File: config.mk
export PLATFORM = sky130hd
export DESIGN_NAME = if_fetch_unit
export DESIGN_NICKNAME = d
export VERILOG_FILES = /design/src/rtl/if_fetch_unit_pkg.sv /design/src/rtl/if_fetch_unit_skid_buf.sv /design/src/rtl/if_fetch_unit.sv
export SDC_FILE = /design/constraint.sdc
export NUM_CORES = 1
export LEC_CHECK = 0
export ABC_AREA = 0
export CORE_MARGIN = 1
export CORE_UTILIZATION = 51
export DETAILED_ROUTE_END_ITERATION = 10
export PLACE_DENSITY = 0.8
export SLEW_MARGIN = 20
export SYNTH_ARGS = -nofsm -noshare
export SYNTH_HDL_FRONTEND = slang
export SYNTH_SLANG_ARGS = --single-unit
File: constraint.sdc
create_clock -name i_clk -period 3.9 [get_ports i_clk]
set_input_delay 0.78 -clock i_clk [delete_from_list [all_inputs] [get_ports i_clk]]
set_output_delay 0.78 -clock i_clk [all_outputs]
set_load 0.005 [all_outputs]
File: src/rtl/if_fetch_unit_pkg.sv
// if_fetch_unit_pkg: state encoding, IF/ID entry type and constants shared by the fetch stage.
package if_fetch_unit_pkg;
    typedef enum logic [1:0] {S_IDLE, S_FETCH, S_DROP} state_t;
    typedef struct packed {
        logic [31:0] pc;
        logic [31:0] inst;
    } fetch_t;
    localparam logic [31:0] NOP = 32'h0000_0013;
    localparam logic [31:0] DEFAULT_RESET_PC = 32'h0000_0000;
endpackage

File: src/rtl/if_fetch_unit_skid_buf.sv
// fetch_skid_buf: one-entry {pc, inst} holding register that catches a fetch returned while decode is stalled.
module fetch_skid_buf
    import if_fetch_unit_pkg::*;
(
    input  logic   i_clk,
    input  logic   i_rst,
    input  logic   i_load,
    input  logic   i_drain,
    input  logic   i_flush,
    input  fetch_t i_data,
    output fetch_t o_data,
    output logic   o_buf_valid
);
    logic   r_valid;
    fetch_t r_data;
    always_ff @(posedge i_clk) begin
        if (i_rst || i_flush) begin
            r_valid <= 1'b0;
        end else if (i_load) begin
            r_valid <= 1'b1;
            r_data  <= i_data;
        end else if (i_drain) begin
            r_valid <= 1'b0;
        end
    end
    assign o_data      = r_data;
    assign o_buf_valid = r_valid;
endmodule

File: src/rtl/if_fetch_unit.sv
// if_fetch_unit: PC, imem req/ack fetch, IF/ID register with stall skid buffer and redirect flush.
// Optional IF_MISALIGN_CHK_EN pulses o_misalign after a redirect whose target is not word aligned.
module if_fetch_unit
    import if_fetch_unit_pkg::*;
#(
    parameter logic [31:0] RESET_PC = DEFAULT_RESET_PC
) (
    input  logic        i_clk,
    input  logic        i_rst,
    input  logic        i_stall,
    input  logic        i_redirect_valid,
    input  logic [31:0] i_redirect_pc,
    output logic        o_imem_req,
    output logic [31:0] o_imem_addr,
    input  logic        i_imem_ack,
    input  logic [31:0] i_imem_rdata,
    output logic        o_if_id_valid,
    output logic [31:0] o_if_id_pc,
    output logic [31:0] o_if_id_inst,
    output logic        o_misalign
);
    state_t      r_state;
    logic [31:0] r_pc;
    logic [31:0] r_drop_addr;
    logic        r_if_id_valid;
    fetch_t      r_if_id;
    fetch_t      w_buf;
    logic        w_buf_valid;
    logic        w_fetch_xfer;
    logic        w_load;
    logic        w_drain;

    assign o_imem_req   = (r_state == S_DROP) || (r_state == S_FETCH && !w_buf_valid);
    assign o_imem_addr  = (r_state == S_DROP) ? r_drop_addr : r_pc;
    assign w_fetch_xfer = (r_state == S_FETCH) && o_imem_req && i_imem_ack;
    assign w_load       = !i_redirect_valid && w_fetch_xfer && i_stall;
    assign w_drain      = !i_redirect_valid && w_buf_valid && !i_stall;

    fetch_skid_buf u_buf (
        .i_clk       (i_clk),
        .i_rst       (i_rst),
        .i_load      (w_load),
        .i_drain     (w_drain),
        .i_flush     (i_redirect_valid),
        .i_data      ('{pc: r_pc, inst: i_imem_rdata}),
        .o_data      (w_buf),
        .o_buf_valid (w_buf_valid)
    );

    always_ff @(posedge i_clk) begin
        if (i_rst) begin
            r_state       <= S_IDLE;
            r_pc          <= RESET_PC;
            r_drop_addr   <= RESET_PC;
            r_if_id_valid <= 1'b0;
            r_if_id       <= '{pc: 32'h0, inst: NOP};
        end else if (i_redirect_valid) begin
            r_if_id_valid <= 1'b0;
            r_pc          <= {i_redirect_pc[31:2], 2'b00};
            r_drop_addr   <= o_imem_addr;
            // an outstanding unacked request must still be completed and its data thrown away
            r_state       <= (o_imem_req && !i_imem_ack) ? S_DROP : S_FETCH;
        end else begin
            if (r_state == S_IDLE || (r_state == S_DROP && i_imem_ack))
                r_state <= S_FETCH;
            if (w_fetch_xfer)
                r_pc <= r_pc + 32'd4;
            if (!i_stall) begin
                r_if_id_valid <= w_buf_valid || w_fetch_xfer;
                if (w_buf_valid)
                    r_if_id <= w_buf;
                else if (w_fetch_xfer)
                    r_if_id <= '{pc: r_pc, inst: i_imem_rdata};
            end
        end
    end

    assign o_if_id_valid = r_if_id_valid;
    assign o_if_id_pc    = r_if_id.pc;
    assign o_if_id_inst  = r_if_id.inst;

`ifdef IF_MISALIGN_CHK_EN
    logic r_misalign;
    always_ff @(posedge i_clk) begin
        if (i_rst)
            r_misalign <= 1'b0;
        else
            r_misalign <= i_redirect_valid && (i_redirect_pc[1:0] != 2'b00);
    end
    assign o_misalign = r_misalign;
`else
    logic w_unused_lsb;
    assign w_unused_lsb = ^i_redirect_pc[1:0];
    assign o_misalign   = 1'b0;
`endif
endmodule

==> out/metrics.cfg <==
[sta]
final-setup-viol-count=0
finalCritPeriodShare=0.763
hold_viol_final=0
max_freq_mhz=336
fin_tns_setup_ns=0
slew_headroom=0.268
worst_pin_slew_ns=1.10
setup_slack_ns=0.926
final.min_clock_period_ns=2.97
finClkSkew_ns=0.00957
rsz0062_at_grt=no
maxSlewViolCount=0

[synth]
synth_ff_type=dfxtp_1
synth_edf_count=62
synthArstFlopShare=0
synthesis.area_mm2=0.00802
syn-instance-count=765
avgSynthCellArea_um2=10.5
yosysSeqAreaShare=0.552
synthesis.yosys.warnings=0
synth_cell_type_count=55
ys_ff_latch=190

[die]
die_x_um=127
die-area_mm2=0.0162
num_io_pins=168
coreArea_mm2=0.0153
rows=45
start_util=0.526
die_h_um=127

[placed_design]
gp_congestion=0.778
place_ws_ns=0.835
portBuffers=162
hpwl_mm=12.5

[cells_and_area]
synthToLayoutAreaGrowth_pct=29.2
final_cell_mix=clkdlybuf4s50_1, dfxtp_1, nor2_1
layout-drive-gt1-share=0.0911
nNetsFinal=957
filler_cell_count=1171
fin_util=0.679
final_common_cell=clkdlybuf4s50_1
antenna_cells=0

[pwr]
total_power_mw=4.38
pwr-share-seq=0.500
clockPowerShare=0.402
power_density_mw_per_mm2=423
power.switching_mw=0.986
p_leak_nw=3.38
max-vdd-ir-drop_uv=341
switching_share=0.225
power_frac_comb=0.098
internal-power_mw=3.40

[worst_setup_path]
crit_path_start_kind=flop
cp-endpoint=o_imem_addr[7]
worstRegToRegCells=4
crit_fanout=37
critPathLaunch=r_state[0]
cp_data_arrival_time_ns=2.19
critPathRequiredTime_ns=3.12
r2r-start=r_pc[12]
cp-end-kind=primary output
crit_type=flop to primary output
timing.rr.end=r_pc[30]
reg2reg_slack_ns=1.56

[grt]
grt_pass1_wl_mm=30.5
grt_max_degree=69
track_usage=0.241
first_global_vias=5855
overflow=0
antenna_found_initial=0

[clock_network]
clk_pin_slew_worst_paths_ns=0.06
cts_setup_buffers=0
numCtsBuffers=17
htree_levels=4
clk_latency_ns=0.43
cts_repair_resize_count=0
cts_tree=yes
cts_root_buf=clkbuf_16
ctsHoldBuffers=0
cts_sinks=190
clock_path_buffers=2

[routing]
antenna_left=0
wl_per_cell_um=17.1
route.vias.total=6349
viasPerCell=5.71
firstDrtPassIters=7
drt-total-wl_mm=19.0
drc=0
drt_iter0_markers=427

[status]
status=finished clean

[worst_hold_path]
hp-class=flop to flop
holdPathStages=2
holdCritStartpoint=r_drop_addr[1]

[run]
cap_viol_max_count=0

-- synthesized netlist by cell type, types with 2 or more instances --
library cell | count | area [µm²]
or4_1 | 12 | 90.1
nor2_1 | 89 | 334
inv_1 | 7 | 26.3
a31oi_1 | 4 | 25.0
and4_1 | 4 | 35.0
o221a_2 | 2 | 22.5
and2_1 | 3 | 18.8
buf_1 | 10 | 37.5
o211ai_1 | 5 | 37.5
mux2_2 | 30 | 338
o41ai_1 | 4 | 35.0
o31a_1 | 2 | 17.5
o31ai_1 | 10 | 75.1
o2111a_1 | 3 | 33.8
or3_1 | 4 | 25.0
nor3_1 | 4 | 20.0
a21oi_1 | 35 | 175
nand4_1 | 9 | 56.3
dfxtp_1 | 128 | 2560
nand4b_1 | 2 | 17.5
nor2b_1 | 3 | 18.8
xor2_1 | 5 | 43.8
nand2_1 | 77 | 289
buf_4 | 4 | 30.0
a211oi_1 | 66 | 495
o211a_1 | 2 | 20.0
a311oi_1 | 11 | 96.3
clkbuf_1 | 52 | 195
nor4_1 | 2 | 12.5
xnor2_1 | 2 | 17.5
buf_2 | 7 | 35.0
nand3_1 | 12 | 60.1
o21ai_0 | 7 | 35.0
and3_1 | 4 | 25.0
edfxtp_1 | 62 | 1860
mux2i_1 | 63 | 631
-- state kept, by name, summed over array words and instances (netlist names) --
register,cells
o_if_id_valid,1
r_state,2
o_if_id_pc,30
r_drop_addr,32
u_buf.o_buf_valid,1
r_pc,30
o_if_id_inst,32
u_buf.o_data,62
-- per-layer routing --
| metal | share of wire | GRT usage | wire (µm) | vias to the layer above |
|---|---|---|---|---|
| met1 | 0.46 | 0.333 | 8700 | 3026 |
| met3 | 0.060 | 0.0473 | 1140 | 29 |
| met4 | 0.022 | 0.102 | 422 | 0 |
| met5 | 0 | 0 | 0 | - |
| li1 | - | - | - | 3059 |
| met2 | 0.46 | 0.370 | 8710 | 235 |
-- worst max-delay path: stages, from the launching register on --
cell	delay, ns
dfxtp_1	0.39
nand2b_1	0.12
buf_4	0.39
mux2_2	0.40
clkdlybuf4s50_1	0.45
-- worst min-delay path by stage --
stage	end	slack [ns]
floorplan	u_buf.o_data[41]	0.40
global placement	r_drop_addr[1]	0.43
detailed placement	r_drop_addr[1]	0.43
CTS	r_drop_addr[1]	0.45
global route	r_drop_addr[1]	0.47
finish	r_drop_addr[1]	0.45
-- metrics by stage --
| step | std cells | hold slack [ns] | instance area (µm²) |
|---|---|---|---|
| final | 1111 | 0.446 | 10400 |
| after global routing | 1111 | 0.465 | 10400 |
| after CTS | 1111 | 0.445 | 10400 |
| after detailed placement | 1079 | 0.435 | 9760 |
| after global placement | 1079 | 0.432 | 9760 |
| after floorplan | 767 | 0.403 | 8030 |
-- cell type report --
cell class,instances,area (µm²),share of cell area
multi-input cells,495,3270,0.316
flip-flops and latches,190,4430,0.427
clock buffers,22,464,0.0448
inverters,7,26.3,0.00254
well taps,211,264,0.0255
repair buffers,176,1770,0.171
clock inverters,10,134,0.0129
-- cell families (layout without fill, tap and decap cells) --
family / Yosys count / count (layout) / synth area share
DFF: 190 / 190 / 0.552
other: 1 / 3 / 0.000468
xor gates and xnor gates: 7 / 7 / 0.00764
muxes: 93 / 93 / 0.121
adders and majority gates: 1 / 1 / 0.00156
and+or+nand+nor: 233 / 233 / 0.135
buffers and inverters: 82 / 215 / 0.0424
AOI/OAI and AO/OA: 158 / 158 / 0.141
-- power groups by stage --
stage / Sequential, mW / Combinational, mW / Clock, mW
finish: 2.19 / 0.430 / 1.76
global route: 2.20 / 0.469 / 1.86
CTS: 2.19 / 0.432 / 1.79
detailed placement: 2.23 / 0.428 / 0
global placement: 2.23 / 0.421 / 0
floorplan: 2.20 / 0.228 / 0
(Power assumes the default switching activity.)
